==> config.mk <==
export PLATFORM = sky130hd
export DESIGN_NAME = dpd_adapt_seq
export DESIGN_NICKNAME = d
export VERILOG_FILES = /design/src/rtl/dpd_adapt_seq.sv
export SDC_FILE = /design/constraint.sdc
export NUM_CORES = 1
export LEC_CHECK = 0
export ABC_CLOCK_PERIOD_IN_PS = 2300
export CORE_ASPECT_RATIO = 1.75
export CORE_MARGIN = 5
export CORE_UTILIZATION = 35
export CTS_BUF_LIST = sky130_fd_sc_hd__clkbuf_4
export CTS_CLUSTER_SIZE = 12
export DETAILED_ROUTE_END_ITERATION = 8
export PLACE_DENSITY = 0.53
export SLEW_MARGIN = 5
export SYNTH_ARGS = -nofsm -noshare
export SYNTH_HDL_FRONTEND = slang
export SYNTH_SLANG_ARGS = --single-unit
==> constraint.sdc <==
create_clock -name clk -period 2.3 [get_ports clk]
set_input_delay 0.345 -clock clk [delete_from_list [all_inputs] [get_ports clk]]
set_output_delay 0.345 -clock clk [all_outputs]
set_load 0.1 [all_outputs]
==> src/rtl/dpd_adapt_seq.sv <==
// dpd_adapt_seq: DPD LMS adaptation sequencer. Generates train_en, sw_fb and
// coef_upd windows per iteration; n_iter iterations with idle gaps.
// Ports: clk, reset_b (async, active-low), start (2-FF synced, rising edge),
// abort (sync level), dly[7:0], n_iter[3:0], cont (DPD_SEQ_CONT_EN only);
// outputs train_en, sw_fb, coef_upd, busy, done, aborted, iter_cnt[3:0].
// Macro DPD_SEQ_CONT_EN adds input cont for continuous looping.
module dpd_adapt_seq #(
  parameter int CW        = 16,
  parameter int TRAIN_LEN = 800,
  parameter int COEF_LO   = 150,
  parameter int COEF_HI   = 700,
  parameter int GAP_LEN   = 64
) (
  input  logic       clk,
  input  logic       reset_b,
  input  logic       start,
  input  logic       abort,
  input  logic [7:0] dly,
  input  logic [3:0] n_iter,
`ifdef DPD_SEQ_CONT_EN
  input  logic       cont,
`endif
  output logic       train_en,
  output logic       sw_fb,
  output logic       coef_upd,
  output logic       busy,
  output logic       done,
  output logic       aborted,
  output logic [3:0] iter_cnt
);

  typedef enum logic [1:0] {
    IDLE, RUN, GAP, DONE
  } state_t;

  localparam logic [CW:0]   TL  = (CW+1)'(TRAIN_LEN);
  localparam logic [CW:0]   LO  = (CW+1)'(COEF_LO);
  localparam logic [CW:0]   HI  = (CW+1)'(COEF_HI);
  localparam logic [CW:0]   X1  = (CW+1)'(1);
  localparam logic [CW-1:0] C1  = CW'(1);
  localparam logic [CW-1:0] GL1 = CW'(GAP_LEN - 1);

  state_t        state_q, state_d;
  logic          s0_q, s1_q, st_edge;
  logic [CW-1:0] c_q, c_d, g_q, g_d;
  logic [7:0]    dly_q, dly_d;
  logic [3:0]    nit_q, nit_d;
  logic [3:0]    iter_q, iter_d, iter_inc;
  logic          train_q, train_d;
  logic          fb_q, fb_d;
  logic          coef_q, coef_d;
  logic          busy_q, busy_d;
  logic          done_q, done_d;
  logic          abt_q, abt_d;
  logic          run, cont_w;
  logic [CW:0]   c_x, d_x, end_x;

`ifdef DPD_SEQ_CONT_EN
  assign cont_w = cont;
`else
  assign cont_w = 1'b0;
`endif

  assign st_edge  = s0_q & ~s1_q;
  assign iter_inc = iter_q + 4'd1;
  // Extra bit keeps dly+TRAIN_LEN from wrapping.
  assign c_x   = {1'b0, c_q};
  assign d_x   = {{(CW-7){1'b0}}, dly_q};
  assign end_x = d_x + TL;

  always_comb begin
    state_d = state_q;
    c_d     = c_q;
    g_d     = g_q;
    dly_d   = dly_q;
    nit_d   = nit_q;
    iter_d  = iter_q;
    done_d  = 1'b0;
    abt_d   = 1'b0;
    unique case (state_q)
      IDLE: begin
        if (st_edge && !abort) begin
          state_d = RUN;
          c_d     = '0;
          iter_d  = '0;
          dly_d   = dly;
          nit_d   = (n_iter == 4'd0) ? 4'd1 : n_iter;
        end
      end
      RUN: begin
        c_d = c_q + C1;
        if (c_x == end_x) begin
          iter_d  = iter_inc;
          state_d = GAP;
          g_d     = '0;
          if (iter_inc == nit_q) begin
            if (cont_w) begin
              // Wrap into the next run without leaving busy.
              done_d = 1'b1;
              iter_d = '0;
            end else begin
              state_d = DONE;
            end
          end
        end
      end
      GAP: begin
        g_d = g_q + C1;
        if (g_q == GL1) begin
          state_d = RUN;
          c_d     = '0;
        end
      end
      DONE: begin
        done_d  = 1'b1;
        state_d = IDLE;
      end
    endcase
    if (abort && state_q != IDLE) begin
      state_d = IDLE;
      iter_d  = iter_q;
      done_d  = 1'b0;
      abt_d   = 1'b1;
    end
  end

  assign run     = (state_q == RUN) && !abort;
  assign train_d = run && (c_x >= X1) && (c_x <= TL);
  assign fb_d    = run && (c_x >= d_x + X1) &&
                   (c_x <= end_x);
  assign coef_d  = run && (c_x >= d_x + LO) &&
                   (c_x <= d_x + HI);
  assign busy_d  = (state_d != IDLE);

  always_ff @(posedge clk or negedge reset_b) begin
    if (!reset_b) begin
      state_q <= IDLE;
      s0_q    <= 1'b0;
      s1_q    <= 1'b0;
      c_q     <= '0;
      g_q     <= '0;
      dly_q   <= '0;
      nit_q   <= '0;
      iter_q  <= '0;
      train_q <= 1'b0;
      fb_q    <= 1'b0;
      coef_q  <= 1'b0;
      busy_q  <= 1'b0;
      done_q  <= 1'b0;
      abt_q   <= 1'b0;
    end else begin
      state_q <= state_d;
      s0_q    <= start;
      s1_q    <= s0_q;
      c_q     <= c_d;
      g_q     <= g_d;
      dly_q   <= dly_d;
      nit_q   <= nit_d;
      iter_q  <= iter_d;
      train_q <= train_d;
      fb_q    <= fb_d;
      coef_q  <= coef_d;
      busy_q  <= busy_d;
      done_q  <= done_d;
      abt_q   <= abt_d;
    end
  end

  assign train_en = train_q;
  assign sw_fb    = fb_q;
  assign coef_upd = coef_q;
  assign busy     = busy_q;
  assign done     = done_q;
  assign aborted  = abt_q;
  assign iter_cnt = iter_q;

endmodule

==> flow_metrics.tcl, run 1 <==
set metrics [dict create \
    cts_tree "done" \
    cts_hold_buf 0 \
    synth_top_family_by_area "simple AND/OR/NAND/NOR gates" \
    post_synth_fa_ha_maj_area_fraction 0.153 \
    synthSimpleGateAreaFrac 0.206 \
    status "completed" \
    endpoint_kind "register" \
    report.final.slew_viol_count 0 \
    setup_viol 0 \
    die_w_um 91.6 \
    place_inst 658 \
    postSynthAreaPerCell_um2 9.04 \
    vdd_drop_max_uv 306 \
    crit_top_cell "buf_4" \
    cp.depth 11 \
    min_path_type "input pin to async pin" \
    synth_ff_type "dfrtp_1" \
    static-leakage-power_nw 2.37 \
    skew_ps 23.8 \
    drtPass1Iterations 4 \
    yosysWarningCount 0 \
    mostFrequentLayoutCell "buf_4" \
    drt_iter0_drc 156 \
    final_cell_mix "buf_4, dfrtp_1, ha_1" \
    clock.fmax_mhz 439 \
    slowest_delay_ps 440 \
    grt_max_degree 59 \
    max-slew-margin-rel 0.490 \
    core_um2 11500 \
    grt_pass1_wl_um 19100 \
    ioPinCount 26 \
    numPortBuffers 25 \
    crit_fanout 4 \
    syn2layout_area_growth_pct 28.4 \
    muxShareOfSynthArea 0.0212 \
    synth-xor-area-share 0.0451 \
    ff_latch_area_um2 1450 \
    drv_cap 0 \
    ant_nets 0 \
    wl_per_cell_um 16.4 \
    nNetsFinal 610 \
    die_y_um 153 \
    drive_gt1_frac 0.251 \
    multi_input_area_um2 2630 \
    antenna_found_initial 1 \
    synth_seq_cells 58 \
    synthCells 451 \
    synth_seq_area_share 0.356 \
    cts-root-buf "clkbuf_4" \
    synth_cell_types 58 \
    vias 3668 \
    clk_latency_ps 430 \
    viasPerCell 5.35 \
    post-route-period-util 0.991 \
    htree_levels 3 \
    place_ws_ps -100 \
    finalPower_mw 3.43 \
    worstMarginPinSlew_ps 765 \
    hold_viol 0 \
    initial_utilization 0.354 \
    cp_slowest_cell "dfrtp_1" \
    path_buf_inv 4 \
    dpl.hpwl_um 8620 \
    dieArea_um2 14000 \
    gp_congestion 0.875 \
    wl_um 11200 \
    cp-start-kind "register" \
    cts.sinks 58 \
    rsz0062_at_grt "yes" \
    fill_cells 1134 \
    path_clk_slew_ps 120 \
    min_period_ps 2280 \
    num_rows 52 \
    cts-buffers-inserted 9 \
    setup_slack_ps 20.1 \
    synthArstFlopShare 1.00 \
    grt_overflow_total 0 \
    p_per_area_nw_per_um2 656 \
    critPathTopFamily "simple AND/OR/NAND/NOR gates" \
    rr_worst_depth 11 \
    grt_pass1_vias 3832 \
    drc 0 \
    synth_nets 517 \
    cts_max_path_buffers 2 \
    worstPathArrival_ps 2620 \
    fin_cells 685 \
    worstPathCellList "buf_4, buf_4, nand3_1, inv_1, ha_1, nand3_2, nor3_2, buf_4, nor4bb_1, a21oi_1, o31ai_1" \
    synth_compound_area_frac 0.177 \
    required_ps 2640 \
    grt_usage 0.171 \
    synth-edff-count 0 \
    critical_path_class "register to register" \
    netlist_area_um2 4080 \
]
[final cells by class]
class | instances | area share
Timing Repair Buffer | 97 | 0.152
Tap cell | 135 | 0.0323
Clock buffer | 9 | 0.0129
Clock inverter | 7 | 0.00693
Inverter | 22 | 0.0167
Antenna cell | 1 | 0.000478
Multi-Input combinational cell | 356 | 0.501
Sequential cell | 58 | 0.277
[worst register-to-register path: stages (launching register included)]
cell and delay [ps]:
dfrtp_1 440, buf_4 150, buf_4 140, nand3_1 130, inv_1 60, ha_1 280
nand3_2 100, nor3_2 230, buf_4 170, nor4bb_1 210, a21oi_1 70, o31ai_1 200
[cell families after synthesis]
family / after synthesis
AOI/OAI and AO/OA: 120
and+or+nand+nor: 157
muxes: 8
xor gates and xnor gates: 21
adders and majority gates: 50
buffers and inverters: 37
DFF: 58
[stage by stage]
stage,setup TNS (ps),utilization,area [um^2],hold slack (ps)
global placement,-86.4,0.424,4880,387
detailed placement,-380,0.424,4880,392
global route,-1270,0.455,5240,94.2
floorplan,0,-,4080,49.4
CTS,-49.1,0.441,5080,78.5
finish,0,0.455,5240,67.0
[flip-flops by register name, indices dropped and copies added, names as in the netlist, 2 cells and up]
| register | count |
|---|---|
| state_q | 2 |
| g_q | 16 |
| dly_q | 8 |
| nit_q | 4 |
| iter_cnt | 4 |
| c_q | 16 |
[timing repair]
item	4_1_cts	5_1_grt
endpoints found under the hold margin	0	0
buffers inserted	5	5
pin swaps	9	9
resized for setup	13	27
gates cloned	0	0
setup endpoints to repair	15	30
[synth_stat cells (all sizes together) (5+ instances only)]
cell type,number,share of area
a21o,6,0.011
ha,50,0.15
a31oi,5,0.0077
o21ai,43,0.053
mux2,5,0.014
nor3,9,0.011
xor2,6,0.013
or3,12,0.019
or4,6,0.012
nand3,23,0.028
o31ai,7,0.013
nand4,9,0.014
nor4,5,0.011
a21oi,37,0.047
inv,20,0.018
clkbuf,11,0.011
dfrtp,58,0.36
nor2b,6,0.0092
nor2,25,0.023
nand2,40,0.037
xnor2,15,0.032
[path summary, 6_finish.rpt]
path                                from          end  slack [ps]
min in group clk                   start         s0_q         360
worst max register to register  dly_q[5]  iter_cnt[3]          20
worst min-delay path             reset_b      g_q[12]          70
worst max-delay path            dly_q[5]  iter_cnt[3]          20
worst min register to register      s0_q         s1_q         410
max in group asynchronous        reset_b   state_q[0]        1720
[power by group]
part	leakage, nW	internal (mW)	total, mW	switching [mW]
clock network	0.0643	0.209	0.630	0.421
registers	0.771	1.12	1.26	0.133
logic	1.54	0.698	1.55	0.850
total	2.37	2.03	3.43	1.40
[layer usage]
metal	track usage	wire length (um)
met1	0.190	4400
met2	0.311	6230
met4	0.0784	316
met5	0	0
met3	0.0282	256
Note: power is estimated with default switching activity, not from simulation.
==> run 2: changes to the inputs <==
--- a/config.mk
+++ b/config.mk
@@ -6,13 +6,14 @@
 export NUM_CORES = 1
 export LEC_CHECK = 0
 export ABC_CLOCK_PERIOD_IN_PS = 2300
+export CAP_MARGIN = 10
 export CORE_ASPECT_RATIO = 1.75
 export CORE_MARGIN = 5
-export CORE_UTILIZATION = 35
+export CORE_UTILIZATION = 45
 export CTS_BUF_LIST = sky130_fd_sc_hd__clkbuf_4
 export CTS_CLUSTER_SIZE = 12
 export DETAILED_ROUTE_END_ITERATION = 8
-export PLACE_DENSITY = 0.53
+export PLACE_DENSITY = 0.65
 export SLEW_MARGIN = 5
 export SYNTH_ARGS = -nofsm -noshare
 export SYNTH_HDL_FRONTEND = slang
==> run 2 against run 1 <==
- final area decreased by 2.9%
- largest power group unchanged
- clock skew decreased by 13 ps
- clock power decreased by 5.9%
- die area decreased by 20%
- largest cell class unchanged
==> flow_metrics.tcl, run 2 (synthesis results as in run 1) <==
set metrics [dict create \
    reg2reg_slack_ps 80 \
    wl_per_cell_um 16.2 \
    grt_overflow_total 0 \
    vdd_drop_max_uv 411 \
    swShare 0.397 \
    switchingPower_mw 1.32 \
    dieArea_um2 11100 \
    static-leakage-power_nw 2.34 \
    gp_congestion 0.931 \
    clock.fmax_mhz 450 \
    drive_gt1_frac 0.220 \
    path_clk_slew_ps 100 \
    drt_iter0_drc 156 \
    p_per_area_nw_per_um2 654 \
    reg_top3 "c_q x16, g_q x16, dly_q x8" \
    skew_ps 10.5 \
    worstMarginPinSlew_ps 509 \
    cts_max_path_buffers 2 \
    grt_max_degree 27 \
    numPortBuffers 25 \
    ant_nets 0 \
    multi_input_area_um2 2560 \
    hold_path_depth 1 \
    drtPass1Iterations 4 \
    place_ws_ps -94.4 \
    drv_cap 0 \
    grt_pass1_wl_um 18100 \
    status "completed" \
    ioPinCount 26 \
    hold_start "start" \
    antenna_found_initial 0 \
    r2r_end "iter_cnt[3]" \
    critical_path_class "register to register" \
    antenna_cells 0 \
    rr_startpoint "dly_q[5]" \
    core_um2 8980 \
    mostFrequentLayoutCell "buf_4" \
    cp-start-kind "register" \
    drc 0 \
    cts.sinks 58 \
    final_cell_mix "buf_4, dfrtp_1, ha_1" \
    ff_latch_area_um2 1450 \
    fin_cells 661 \
    initial_utilization 0.454 \
    endpoint_kind "register" \
    vias 3758 \
    clk_latency_ps 410 \
    rr_worst_depth 10 \
    grt_usage 0.212 \
    nNetsFinal 603 \
    setup_viol 0 \
    worstPathArrival_ps 2540 \
    wl_um 10700 \
    place_inst 640 \
    die_y_um 136 \
    pwr-share-comb 0.450 \
    cts-root-buf "clkbuf_4" \
    num_rows 46 \
    htree_levels 3 \
    clockPowerShare 0.178 \
    min_period_ps 2220 \
    report.final.slew_viol_count 0 \
    cell_internal_pwr_mw 2.01 \
    post-route-period-util 0.966 \
    seqPwrFrac 0.371 \
    cts_tree "done" \
    syn2layout_area_growth_pct 24.7 \
    max-slew-margin-rel 0.661 \
    dpl.hpwl_um 8460 \
    setup_slack_ps 78.7 \
    min_path_type "input pin to register" \
    whs_endpoint "s0_q" \
    required_ps 2620 \
    viasPerCell 5.69 \
    fill_cells 861 \
    crit_fanout 4 \
    cts-buffers-inserted 9 \
    die_w_um 82.0 \
    rsz0062_at_grt "yes" \
    hold_viol 0 \
    grt_pass1_vias 3891 \
]
-- run 2: area by class of cell --
class	instances	share of cell area
clock buffer	10	0.0148
sequential	58	0.286
multi-input combinational	356	0.503
clock inverter	5	0.00443
tap	120	0.0295
timing repair buffer	90	0.146
inverter	22	0.0162
-- run 2: critical path, stage by stage, from the launching register on --
cell and delay [ps]:
dfrtp_2 450, ha_4 180, ha_4 250, inv_2 40, ha_4 250, nand4_1 170, nor3_2 180, buf_4 160
nor4bb_4 200, a21oi_2 40, o31ai_1 190
-- run 2: metal layers --
metal | routed length, um | GRT usage | vias up
met2 | 5980 | 0.382 | 82
met4 | 477 | 0.131 | 0
li1 | - | - | 1827
met1 | 4020 | 0.223 | 1819
met3 | 261 | 0.0298 | 30
met5 | 0 | 0 | -
-- run 2: repair_timing --
action,4_1_cts,5_1_grt
hold endpoints to repair,18,0
setup endpoints to repair,6,25
resized for setup,9,30
pin swaps,4,12
buffers inserted,3,3
hold buffers,1,0
-- run 2: how the worst max path moves through the flow --
stage / from / end / cells after the start
finish: dly_q[5] / iter_cnt[3] / 10
global route: dly_q[5] / iter_cnt[3] / 10
CTS: dly_q[5] / iter_cnt[3] / 10
detailed placement: dly_q[2] / coef_upd / 10
global placement: dly_q[2] / coef_upd / 10
floorplan: iter_cnt[0] / busy / 6
-- run 2: stage by stage --
step | util | cell area, um^2 | hold WS [ps] | total power [mW] | setup TNS, ps
floorplan | - | 4080 | 49.4 | 2.17 | 0
global placement | 0.539 | 4840 | 333 | 2.64 | 0
detailed placement | 0.539 | 4840 | 344 | 2.69 | -162
CTS | 0.559 | 5020 | 352 | 3.33 | -18.0
global route | 0.566 | 5090 | 352 | 3.58 | -318
finish | 0.566 | 5090 | 377 | 3.33 | 0
-- run 2: power by group through the flow --
stage	Combinational (mW)	Sequential, mW	Clock [mW]
global placement	1.41	1.23	0
detailed placement	1.44	1.24	0
global route	1.68	1.25	0.650
floorplan	0.771	1.40	0
CTS	1.49	1.23	0.619
finish	1.50	1.24	0.593
==> run 3: changes to the inputs <==
--- a/config.mk
+++ b/config.mk
@@ -5,7 +5,7 @@
 export SDC_FILE = /design/constraint.sdc
 export NUM_CORES = 1
 export LEC_CHECK = 0
-export ABC_CLOCK_PERIOD_IN_PS = 2300
+export ABC_CLOCK_PERIOD_IN_PS = 2840
 export CAP_MARGIN = 10
 export CORE_ASPECT_RATIO = 1.75
 export CORE_MARGIN = 5
@@ -13,7 +13,7 @@
 export CTS_BUF_LIST = sky130_fd_sc_hd__clkbuf_4
 export CTS_CLUSTER_SIZE = 12
 export DETAILED_ROUTE_END_ITERATION = 8
-export PLACE_DENSITY = 0.65
+export PLACE_DENSITY = 0.62
 export SLEW_MARGIN = 5
 export SYNTH_ARGS = -nofsm -noshare
 export SYNTH_HDL_FRONTEND = slang
==> constraint.sdc (replaced) <==
create_clock -name clk -period 2.84 [get_ports clk]
set_input_delay 0.426 -clock clk [delete_from_list [all_inputs] [get_ports clk]]
set_output_delay 0.426 -clock clk [all_outputs]
set_load 0.1 [all_outputs]
==> run 3 against run 2 <==
- via count down 6.5%
- total power decreased by 15%
- final cell count down 8.2%
- non-clock buffer count down 55
- utilization shrank 5.2 points
- largest cell class unchanged
- first-iteration DRC count grew 7.1%
==> flow_metrics.tcl, run 3 (synthesis results as in run 1) <==
set metrics [dict create \
    worstMarginPinSlew_ps 776 \
    gp_congestion 0.912 \
    grt_overflow_total 0 \
    antenna_found_initial 0 \
    met1_usage 0.212 \
    ioPinCount 26 \
    status "completed" \
    critPathTopFamily "adder cells" \
    ant_nets 0 \
    place_ws_ps 208 \
    die_y_um 136 \
    final_area_um2 4620 \
    max-slew-margin-rel 0.483 \
    vias 3515 \
    setup_slack_ps 188 \
    wl_um 10100 \
    skew_ps 6.52 \
    crit_fanout 8 \
    die_w_um 82.0 \
    static-leakage-power_nw 2.08 \
    drt_iter0_drc 167 \
    cts-buffers-inserted 9 \
    dpl_cell_area_um2 4440 \
    cts-root-buf "clkbuf_4" \
    grt_busiest_layer "met2" \
    reg_top3 "c_q x16, g_q x16, dly_q x8" \
    post_cts_buffers 0 \
    grt_usage 0.195 \
    cts_max_path_buffers 2 \
    clock.fmax_mhz 377 \
    cts_tree "done" \
    drc 0 \
    cts_hold_buf 0 \
    finalPower_mw 2.82 \
    path_clk_slew_ps 100 \
    final_cell_mix "dfrtp_1, ha_1, o21ai_0" \
    use_met3 0.0391 \
    report.final.slew_viol_count 0 \
    setup_viol 0 \
    worstPathArrival_ps 2960 \
    hold_viol 0 \
    dpl.hpwl_um 7580 \
    rsz0062_at_grt "no" \
    nNetsFinal 548 \
    endpoint_kind "register" \
    met2_usage 0.351 \
    grt_pass1_wl_um 16600 \
    cts.sinks 58 \
    timing.hold.ws_ps 141 \
    drv_cap 0 \
    wl_per_cell_um 16.6 \
    worstPathCellList "ha_1, ha_1, inv_1, ha_1, nand4_1, nor3_1, buf_4, a31oi_1, o21ai_0, o41ai_1" \
    grt_max_degree 59 \
    clk_latency_ps 410 \
    core_um2 8980 \
    drtPass1Iterations 5 \
    slowest_delay_ps 540 \
    syn2layout_area_growth_pct 13.3 \
    fill_cells 848 \
    cp_slowest_cell "a31oi_1" \
    post-route-period-util 0.934 \
    p_per_area_nw_per_um2 610 \
    grt_pass1_vias 3432 \
    mostFrequentLayoutCell "dfrtp_1" \
    cp-start-kind "register" \
    dieArea_um2 11100 \
    numPortBuffers 25 \
    antenna_cells 0 \
    required_ps 3140 \
    fin_setup_tns_ps 0 \
    vdd_drop_max_uv 420 \
    viasPerCell 5.79 \
    crit_top_cell "ha_1" \
    num_rows 46 \
    initial_utilization 0.454 \
    path_buf_inv 2 \
    htree_levels 3 \
    min_period_ps 2650 \
    drive_gt1_frac 0.0986 \
    min_path_type "input pin to async pin" \
    critical_path_class "register to register" \
    cts-resized-gates 0 \
]
## run 3: cell count changes in the layout (fill, tap and decap cells not counted), moves of 4 or more
cell,delta
buf_4,-50
o21ai_1,-12
o21ai_0,+15
ha_1,+4
## run 3: per-stage QoR
stage / util / cells
6_report: 0.514 / 607
5_1_grt: 0.514 / 607
4_1_cts: 0.514 / 607
3_5_place_dp: 0.494 / 591
3_3_place_gp: 0.494 / 591
2_1_floorplan: - / 451
## run 3: final timing paths
check / to / cells past startpoint / slack [ps] / start
worst max-delay path: g_q[6] / 10 / 190 / dly_q[5]
worst min-delay path: dly_q[4] / 2 / 140 / reset_b
worst max register to register: g_q[6] / 10 / 190 / dly_q[5]
worst min register to register: s1_q / 0 / 400 / s0_q
max in group asynchronous: g_q[9] / 2 / 2160 / reset_b
min in group clk: s1_q / 0 / 400 / s0_q
## run 3: cell type report
type / instances / area, um^2 / area share
multi-input combinational: 356 / 2460 / 0.533
tap: 120 / 150 / 0.0325
clock buffer: 10 / 75.1 / 0.0163
inverter: 22 / 82.6 / 0.0179
clock inverter: 6 / 105 / 0.0228
timing repair buffer: 35 / 295 / 0.0639
sequential: 58 / 1450 / 0.314
## run 3: worst register-to-register path, stage by stage, from the launching register on
cell and delay, ps:
dfrtp_1 470, ha_1 280, ha_1 280, inv_1 40, ha_1 300, nand4_1 130, nor3_1 60, buf_4 150
a31oi_1 540, o21ai_0 200, o41ai_1 100
## run 3: layer usage
layer | vias up | share of wire
met4 | 0 | 0.036
met5 | - | 0
met2 | 70 | 0.53
li1 | 1713 | -
met3 | 29 | 0.026
met1 | 1703 | 0.40
## run 3: where the power goes
group / internal [mW] / switching [mW]
logic: 0.412 / 0.589
clock network: 0.450 / 0.326
registers: 0.909 / 0.133
total: 1.77 / 1.05
